--- src/rtl/text_decryption.sv ---
// -----------------------------------------------------------------------------
// text_decryption
//
// Board-level controller for the decryption direction of the DES text flow.
// The user keys in a 64-bit key and a 64-bit ciphertext as four 16-bit switch
// words each (most significant word first) and reviews both on the 7-segment
// display. The block then starts an external iterative DES core with a
// start/done handshake and shows the recovered plaintext.
//
// Parameters:
//   TIMEOUT_CYCLES  cycles allowed in BUSY for core_done before ERROR
//
// Optional feature macro:
//   KEY_PARITY_CHECK_EN  when defined, leaving DISP_KEY checks every key byte
//                        for DES odd parity; any even byte sends the FSM to
//                        ERROR instead of ciphertext entry.
//
// Ports:
//   clk, rst        clock; asynchronous active-high reset
//   send_data       entry button (active-low), acts on release
//   change_state    review-advance button (active-low), acts on release
//   decr_go         decrypt button (active-low), acts on release
//   user_input      16-bit switch word
//   select_disp     review/result word select: 0=[15:0] ... 3=[63:48]
//   disp            word shown on the 7-segment display
//   key_led/ct_led  high while reviewing key / ciphertext
//   decr_led        high once the plaintext is available
//   err_led         high in ERROR (timeout, bad parity, illegal state)
//   core_start      one-cycle start pulse to the DES core
//   core_key/data   key and ciphertext presented to the core
//   core_done       core completion pulse
//   core_result     plaintext from the core, valid with core_done
// -----------------------------------------------------------------------------
module text_decryption #(
  parameter int TIMEOUT_CYCLES = 1024
) (
  input  logic        clk,
  input  logic        rst,
  input  logic        send_data,
  input  logic        change_state,
  input  logic        decr_go,
  input  logic [15:0] user_input,
  input  logic [1:0]  select_disp,
  output logic [15:0] disp,
  output logic        key_led,
  output logic        ct_led,
  output logic        decr_led,
  output logic        err_led,
  output logic        core_start,
  output logic [63:0] core_key,
  output logic [63:0] core_data,
  input  logic        core_done,
  input  logic [63:0] core_result
);

  localparam int CW = $clog2(TIMEOUT_CYCLES + 1);
  // Counter value during the final BUSY cycle before the timeout fires.
  localparam logic [CW-1:0] LAST_BUSY = CW'(TIMEOUT_CYCLES - 1);

  typedef enum logic [3:0] {
    S_KEY_ENTRY = 4'd0,
    S_DISP_KEY  = 4'd1,
    S_CT_ENTRY  = 4'd2,
    S_DISP_CT   = 4'd3,
    S_WAIT_GO   = 4'd4,
    S_START     = 4'd5,
    S_BUSY      = 4'd6,
    S_DONE      = 4'd7,
    S_ERROR     = 4'd8
  } state_t;

  state_t          r_state;
  state_t          w_next_state;

  logic            r_send_now, r_send_prev;
  logic            r_chg_now,  r_chg_prev;
  logic            r_go_now,   r_go_prev;
  logic            w_send_rel, w_chg_rel, w_go_rel;

  logic [1:0]      r_idx;
  logic [63:0]     r_key, r_ct, r_result;
  logic [15:0]     r_disp;
  logic            r_key_led, r_ct_led, r_decr_led, r_err_led;
  logic [CW-1:0]   r_cnt;

  logic            w_core_start;
  logic            w_key_parity_ok;
  logic [5:0]      w_entry_lsb;
  logic [5:0]      w_view_lsb;

  // Buttons are active-low, so a release is a 0 -> 1 transition of the
  // registered level. Acting only on release means a held button fires once.
  assign w_send_rel = r_send_now & ~r_send_prev;
  assign w_chg_rel  = r_chg_now  & ~r_chg_prev;
  assign w_go_rel   = r_go_now   & ~r_go_prev;

  // Entry order is MSW first: idx 0 writes [63:48], so lsb = (3 - idx) * 16.
  assign w_entry_lsb = {~r_idx, 4'b0000};
  assign w_view_lsb  = {select_disp, 4'b0000};

`ifdef KEY_PARITY_CHECK_EN
  // DES keys carry odd parity per byte; a byte with an even bit count fails.
  always_comb begin
    w_key_parity_ok = 1'b1;
    for (int b = 0; b < 8; b++) begin
      if (!(^r_key[b*8 +: 8])) w_key_parity_ok = 1'b0;
    end
  end
`else
  assign w_key_parity_ok = 1'b1;
`endif

  // ---------------------------------------------------------------------------
  // FSM state register
  // ---------------------------------------------------------------------------
  // NOTE: every clocked process uses non-blocking assignments so all registers
  // sample the same pre-edge values regardless of process ordering.
  always_ff @(posedge clk or posedge rst) begin
    if (rst) r_state <= S_KEY_ENTRY;
    else     r_state <= w_next_state;
  end

  // ---------------------------------------------------------------------------
  // FSM next-state and combinational outputs
  // ---------------------------------------------------------------------------
  // NOTE: defaults are assigned before the case so no path leaves a variable
  // unassigned, which would otherwise infer a latch.
  always_comb begin
    w_next_state = r_state;
    w_core_start = 1'b0;
    case (r_state)
      S_KEY_ENTRY: if (w_send_rel && r_idx == 2'd3) w_next_state = S_DISP_KEY;
      S_DISP_KEY:  if (w_chg_rel) w_next_state = w_key_parity_ok ? S_CT_ENTRY : S_ERROR;
      S_CT_ENTRY:  if (w_send_rel && r_idx == 2'd3) w_next_state = S_DISP_CT;
      S_DISP_CT:   if (w_chg_rel) w_next_state = S_WAIT_GO;
      S_WAIT_GO:   if (w_go_rel)  w_next_state = S_START;
      S_START: begin
        w_core_start = 1'b1;
        w_next_state = S_BUSY;
      end
      S_BUSY: begin
        // A completion arriving on the expiry cycle still counts as success.
        if (core_done)               w_next_state = S_DONE;
        else if (r_cnt == LAST_BUSY) w_next_state = S_ERROR;
      end
      S_DONE:      w_next_state = S_DONE;
      S_ERROR:     w_next_state = S_ERROR;
      default:     w_next_state = S_ERROR;
    endcase
  end

  // ---------------------------------------------------------------------------
  // Datapath: button history, word capture, timeout counter, display, LEDs
  // ---------------------------------------------------------------------------
  always_ff @(posedge clk or posedge rst) begin
    if (rst) begin
      r_send_now  <= 1'b1;
      r_send_prev <= 1'b1;
      r_chg_now   <= 1'b1;
      r_chg_prev  <= 1'b1;
      r_go_now    <= 1'b1;
      r_go_prev   <= 1'b1;
      r_idx       <= '0;
      r_key       <= '0;
      r_ct        <= '0;
      r_result    <= '0;
      r_disp      <= '0;
      r_key_led   <= 1'b0;
      r_ct_led    <= 1'b0;
      r_decr_led  <= 1'b0;
      r_err_led   <= 1'b0;
      r_cnt       <= '0;
    end else begin
      r_send_now  <= send_data;
      r_send_prev <= r_send_now;
      r_chg_now   <= change_state;
      r_chg_prev  <= r_chg_now;
      r_go_now    <= decr_go;
      r_go_prev   <= r_go_now;

      // LEDs follow the registered state, so they lag state entry by a cycle.
      r_key_led   <= (r_state == S_DISP_KEY);
      r_ct_led    <= (r_state == S_DISP_CT);
      r_decr_led  <= (r_state == S_DONE);
      r_err_led   <= (r_state == S_ERROR);

      case (r_state)
        S_KEY_ENTRY: begin
          // The release cycle itself does not write, so the word keeps the
          // value captured at press; idx wraps 3 -> 0 for the next entry.
          if (w_send_rel) begin
            r_idx <= r_idx + 2'd1;
          end else if (r_send_now) begin
            r_key[w_entry_lsb +: 16] <= user_input;
            r_disp                   <= user_input;
          end
        end
        S_CT_ENTRY: begin
          if (w_send_rel) begin
            r_idx <= r_idx + 2'd1;
          end else if (r_send_now) begin
            r_ct[w_entry_lsb +: 16] <= user_input;
            r_disp                  <= user_input;
          end
        end
        S_DISP_KEY: r_disp <= r_key[w_view_lsb +: 16];
        S_DISP_CT:  r_disp <= r_ct[w_view_lsb +: 16];
        S_WAIT_GO:  r_disp <= '0;
        S_START: begin
          r_cnt  <= '0;
          r_disp <= '0;
        end
        S_BUSY: begin
          r_cnt  <= r_cnt + CW'(1);
          r_disp <= '0;
          if (core_done) r_result <= core_result;
        end
        S_DONE:     r_disp <= r_result[w_view_lsb +: 16];
        default:    r_disp <= 16'hEEEE;
      endcase
    end
  end

  assign disp       = r_disp;
  assign key_led    = r_key_led;
  assign ct_led     = r_ct_led;
  assign decr_led   = r_decr_led;
  assign err_led    = r_err_led;
  assign core_start = w_core_start;
  assign core_key   = r_key;
  assign core_data  = r_ct;

endmodule
--- config.mk ---
export PLATFORM = sky130hd
export DESIGN_NAME = text_decryption
export DESIGN_NICKNAME = d
export VERILOG_FILES = /design/src/rtl/text_decryption.sv
export SDC_FILE = /design/constraint.sdc
export NUM_CORES = 1
export LEC_CHECK = 0
export CAP_MARGIN = 10
export CORE_MARGIN = 4
export CORE_UTILIZATION = 52
export CTS_CLUSTER_SIZE = 10
export DETAILED_ROUTE_END_ITERATION = 6
export PLACE_DENSITY = 0.81
export SKIP_CTS_REPAIR_TIMING = 1
export SYNTH_ARGS = -nofsm -noshare
export SYNTH_HDL_FRONTEND = slang
export SYNTH_SLANG_ARGS = --single-unit
export TNS_END_PERCENT = 100
--- constraint.sdc ---
create_clock -name clk -period 9.8 [get_ports clk]
set_clock_uncertainty 0.05 [all_clocks]
set_input_delay 1.96 -clock clk [delete_from_list [all_inputs] [get_ports clk]]
set_output_delay 1.96 -clock clk [all_outputs]
set_load 0.02 [all_outputs]
==> results of run 1 <==
[layer usage]
layer  up-vias  track usage
li1       4180            -
met1      4518        0.402
met2       539        0.434
met3        74       0.0617
met4         0       0.0822
met5         -            0
[metrics by stage]
stage / power (W) / hold WS [ns] / setup slack [ns] / area [um^2]
2_1_floorplan: 0.00305 / 0.301 / 1.35 / 11500
3_3_place_gp: 0.00390 / 0.309 / 5.46 / 13900
3_5_place_dp: 0.00396 / 0.310 / 5.35 / 13900
4_1_cts: 0.00488 / 0.318 / 4.98 / 14600
5_1_grt: 0.00512 / 0.323 / 4.87 / 14600
6_report: 0.00488 / 0.319 / 4.96 / 14600
[registers in the layout (all words and copies together) (netlist names), 2 cells and up]
register,count
r_idx,2
r_state,4
disp,16
r_cnt,11
core_key,64
r_result,64
core_data,64
[cell families after synthesis]
family,share of synthesized area
and+or+nand+nor,0.132
AOI/OAI and AO/OA,0.146
DFF,0.514
muxes,0.160
buffers and inverters,0.0407
adders and majority gates,0.00655
xor gates and xnor gates,0.000764
[final timing paths]
kind / slack (ns) / to
setup / recovery: 4.96 / core_start
setup reg to reg: 6.63 / r_result[62]$_DFFE_PP0P_
min in group asynchronous: 1.95 / r_result[62]$_DFFE_PP0P_
hold reg to reg: 0.32 / r_go_prev$_DFF_PP1_
max in group asynchronous: 6.35 / r_result[7]$_DFFE_PP0P_
hold / removal: 0.32 / r_go_prev$_DFF_PP1_
[where the power goes]
group | internal [W] | switching (W) | total [W]
Combinational | 0.00107 | 0.00117 | 0.00225
Sequential | 0.00136 | 0.000377 | 0.00174
Clock | 0.000514 | 0.000379 | 0.000893
Total | 0.00295 | 0.00193 | 0.00488
[layout by cell type (no fill, tap or decap), types with 12 or more instances in the layout]
master and n:
a21o_1 14, a32oi_1 12, buf_4 15, clkbuf_1 21, clkbuf_16 27, clkdlybuf4s50_1 235, dfrtp_1 228, mux2_2 25
mux2_4 60, mux2i_1 65, nand2_1 235, nand3b_1 13, nor2_1 17, o211ai_1 12, o21ai_0 132, o22ai_1 15
or2_2 13
[worst register-to-register path, delay by kind of cell (launching register included)]
family	cells	cell delay, ns
and+or+nand+nor	2	0.81
muxes	1	0.43
buffers and inverters	1	0.75
DFF	1	1.00
[final cells by class]
cell class              instances  share of cell area
flip-flops and latches        235               0.403
multi-input cells             739               0.350
repair buffers                251               0.169
clock buffers                  48              0.0516
well taps                     280              0.0240
inverters                       9             0.00282
clock inverters                 1            0.000342
==> results.sh, run 1 <==
export IMPL_antenna_left=0
export IMPL_fin_setup_tns_ns=0
export IMPL_worst_setup_path_end_kind="primary output"
export IMPL_worst_pin_slew_ns=1.16
export IMPL_hp_start="r_go_now$_DFF_PP1_"
export IMPL_cp_max_fo=31
export IMPL_grt_pass1_wl_mm=53.7
export IMPL_drtIter0Drc=850
export IMPL_hp_class="flip-flop to flip-flop"
export IMPL_regArea_um2=5890
export IMPL_relSlewSlack=0.222
export IMPL_cp_start_kind="flip-flop"
export IMPL_clockRootBuffer="clkbuf_16"
export IMPL_status="finished clean"
export IMPL_synthCells=1060
export IMPL_fillers=1659
export IMPL_area_delta_synth_final_pct=27.6
export IMPL_grt_max_degree=113
export IMPL_synth_yosys_warnings=0
export IMPL_drt_met1_wl_mm=14.5
export IMPL_top_layer_used="met4"
export IMPL_synth_seq_cells=235
export IMPL_ys_top_cells_by_count="nand2_1 (235), dfrtp_1 (229), o21ai_0 (132)"
export IMPL_peakVddDrop_mv=0.175
export IMPL_wl_mm=35.4
export IMPL_yosys_area_top_type="dfrtp_1"
export IMPL_clock_sinks=235
export IMPL_wl_met3_mm=3.69
export IMPL_viasPerCell=5.96
export IMPL_grt_pass1_vias=9292
export IMPL_fin_crit_ns=4.84
export IMPL_clkLatencyLatePin_ns=0.52
export IMPL_gp_congestion=0.922
export IMPL_synth_area_per_cell_um2=10.8
export IMPL_fin_crit_sh=0.493
export IMPL_slowest_stage="dfrtp_1"
export IMPL_wl_per_cell_um=22.6
export IMPL_die_w_um=156
export IMPL_r2r_start="r_state[3]$_DFFE_PP0P_"
export IMPL_critical_path_buf_inv_count=2
export IMPL_drive_gt1_frac=0.134
export IMPL_synth_top_area_share=0.500
export IMPL_core_rowCount=54
export IMPL_dp_cells=1514
export IMPL_htree_levels=1
export IMPL_critical_path_class="flip-flop to primary output"
export IMPL_port_buffers=236
export IMPL_hpwl_mm=24.9
export IMPL_yosysUniqueCellTypes=67
export IMPL_synth_flop_cell="dfrtp_1"
export IMPL_worstRegToRegCells=4
export IMPL_die_area_um2=24500
export IMPL_cts_tree="yes"
export IMPL_initial_utilization=0.527
export IMPL_multiInputGateArea_um2=5110
export IMPL_cp_cell_sequence="nand2b_4, or3b_1, inv_2, clkdlybuf4s50_1"
export IMPL_numCtsBuffers=27
export IMPL_synth_edf_count=0
export IMPL_synth_most_common_cell="nand2_1"
export IMPL_grt_usage=0.281
export IMPL_crit_path_start="r_state[3]$_DFFE_PP0P_"
export IMPL_antennaDiodeCount=0
export IMPL_cts_path_max_buffers=3
export IMPL_max_stage_delay_ns=0.74
export IMPL_hold_viol=0
export IMPL_final_util=0.672
export IMPL_routed_via_count=9311
export IMPL_seq_area_frac_synth=0.514
export IMPL_nets=1357
export IMPL_p_leak_nw=6.77
export IMPL_powerDensity_nw_per_um2=334
export IMPL_rsz0062_at_grt="false"
export IMPL_die_h_um=156
export IMPL_worstPathArrival_ns=2.83
export IMPL_setup_viol=0
export IMPL_synth_area_um2=11500
export IMPL_drcViolationCount=0
export IMPL_drv_cap=0
export IMPL_finalNonFillerCells=1563
export IMPL_ios=237
export IMPL_overflow=0
export IMPL_cp_data_required_time_ns=7.79
export IMPL_slew_viol_final=0
export IMPL_synth_top_cells_by_area="dfrtp_1 (50%), mux2_4 (7.9%), nand2_1 (7.7%)"
export IMPL_syn_nets=1154
export IMPL_clkTransAtPathRegs_ns=0.06
export IMPL_min_path_cells=0
export IMPL_path_delay_family="simple AND/OR/NAND/NOR gates"
export IMPL_met2_length_mm=16.0
export IMPL_antenna_found_initial=0
export IMPL_drtPass1Iterations=5
export IMPL_timing_fmax_mhz=207
export IMPL_cp_depth=4
export IMPL_core_area_um2=21800
export IMPL_async_flop_share=1.00
No activity file was read; power rests on OpenSTA's default activity.
==> run 2: changes to the inputs <==
- clock period: 9.8 -> 4.8 ns (I/O delays scaled with it)
==> run 2 against run 1 <==
Against the previous run: sequential power rose by 100%; cell area rose by 0.32%; setup slack got worse by 3.7 ns; total power grew 110%; die area unchanged; via count grew 3.0%; largest power group unchanged.
==> results.sh, run 2 (synthesis gave the netlist of run 1 again) <==
export IMPL_status="finished clean"
export IMPL_die_w_um=156
export IMPL_gp_congestion=0.880
export IMPL_port_buffers=236
export IMPL_grt_pass1_wl_mm=56.2
export IMPL_cp_start_kind="flip-flop"
export IMPL_wl_per_cell_um=23.2
export IMPL_whs_ns=0.309
export IMPL_hpwl_mm=25.3
export IMPL_drcViolationCount=0
export IMPL_top_usage_layer="met2"
export IMPL_slew_viol_final=0
export IMPL_peakVddDrop_mv=0.442
export IMPL_setup_viol=0
export IMPL_area_delta_synth_final_pct=28.0
export IMPL_wl_mm=36.4
export IMPL_grt_pass1_vias=9623
export IMPL_fin_setup_tns_ns=0
export IMPL_met2_usage=0.447
export IMPL_core_rowCount=54
export IMPL_grt_max_degree=198
export IMPL_drtPass1Iterations=5
export IMPL_finalWorstSetupSlack_ns=1.23
export IMPL_met1_usage=0.421
export IMPL_clkLatencyLatePin_ns=0.53
export IMPL_clock_sinks=235
export IMPL_hp_class="flip-flop to flip-flop"
export IMPL_fin_crit_ns=3.57
export IMPL_clockRootBuffer="clkbuf_16"
export IMPL_antennaDiodeCount=0
export IMPL_cp_max_fo=22
export IMPL_final_cell_mix="nand2_1 (235), clkdlybuf4s50_1 (235), dfrtp_1 (228)"
export IMPL_cts_tree="yes"
export IMPL_final_util=0.674
export IMPL_hold_viol=0
export IMPL_antenna_left=0
export IMPL_relSlewSlack=0.197
export IMPL_worst_setup_path_end_kind="primary output"
export IMPL_die_area_um2=24500
export IMPL_overflow=0
export IMPL_nets=1361
export IMPL_htree_levels=1
export IMPL_critical_path_class="flip-flop to primary output"
export IMPL_fillers=1690
export IMPL_routed_via_count=9588
export IMPL_fin_crit_sh=0.743
export IMPL_antenna_found_initial=0
export IMPL_pre_cts_slack_ns=1.51
export IMPL_drtIter0Drc=1072
export IMPL_powerDensity_nw_per_um2=683
export IMPL_timing_fmax_mhz=280
export IMPL_rsz0062_at_grt="false"
export IMPL_viasPerCell=6.12
export IMPL_ios=237
export IMPL_gr_usage_met3=0.0672
export IMPL_clkTransAtPathRegs_ns=0.06
export IMPL_worst_pin_slew_ns=1.21
export IMPL_cp_data_required_time_ns=3.79
export IMPL_core_area_um2=21800
export IMPL_drive_gt1_frac=0.137
export IMPL_numCtsBuffers=27
export IMPL_power_w=0.0100
export IMPL_cts_path_max_buffers=3
export IMPL_worstPathArrival_ns=2.56
export IMPL_initial_utilization=0.527
export IMPL_die_h_um=156
export IMPL_grt_usage=0.294
export IMPL_p_leak_nw=6.79
export IMPL_drv_cap=0
[run 2: path summary, 6_finish.rpt]
path	endpoint	start	slack, ns	cells after the start
max	core_start	r_state[0]$_DFFE_PP0P_	1.23	3
min	r_go_prev$_DFF_PP1_	r_go_now$_DFF_PP1_	0.31	0
max reg2reg	disp[4]$_DFFE_PP0P_	r_state[2]$_DFFE_PP0P_	1.81	5
min reg2reg	r_go_prev$_DFF_PP1_	r_go_now$_DFF_PP1_	0.31	0
max in group asynchronous	r_state[2]$_DFFE_PP0P_	rst	2.71	3
min in group asynchronous	r_result[14]$_DFFE_PP0P_	rst	0.91	3
[run 2: through the flow]
stage | cell area [um^2] | instances
6_report | 14700 | 1567
5_1_grt | 14700 | 1567
4_1_cts | 14700 | 1567
3_5_place_dp | 13900 | 1518
3_3_place_gp | 13900 | 1518
2_1_floorplan | 11500 | 1060
[run 2: area by class of cell]
class / instances / area (um^2) / area share
sequential: 235 / 5890 / 0.401
multi-input combinational: 739 / 5110 / 0.348
timing repair buffer: 255 / 2510 / 0.171
clock buffer: 49 / 768 / 0.0524
tap: 280 / 350 / 0.0239
inverter: 9 / 37.5 / 0.00256
[run 2: per-layer routing]
| metal | part of all wire | vias to the layer above |
|---|---|---|
| li1 | - | 4189 |
| met1 | 0.42 | 4760 |
| met2 | 0.44 | 552 |
| met3 | 0.10 | 87 |
| met4 | 0.034 | 0 |
| met5 | 0 | - |
[run 2: power by group]
part	internal, W	total (W)	leakage [nW]	switching, W
sequential	0.00278	0.00353	2.55	0.000748
combinational	0.00221	0.00466	3.88	0.00245
clock	0.00107	0.00184	0.365	0.000778
total	0.00605	0.0100	6.79	0.00397
[run 2: worst max-delay path: stages, from the launching register on]
cell	delay [ns]
dfrtp_1	0.75
or3b_1	0.57
inv_2	0.10
clkdlybuf4s50_1	0.60
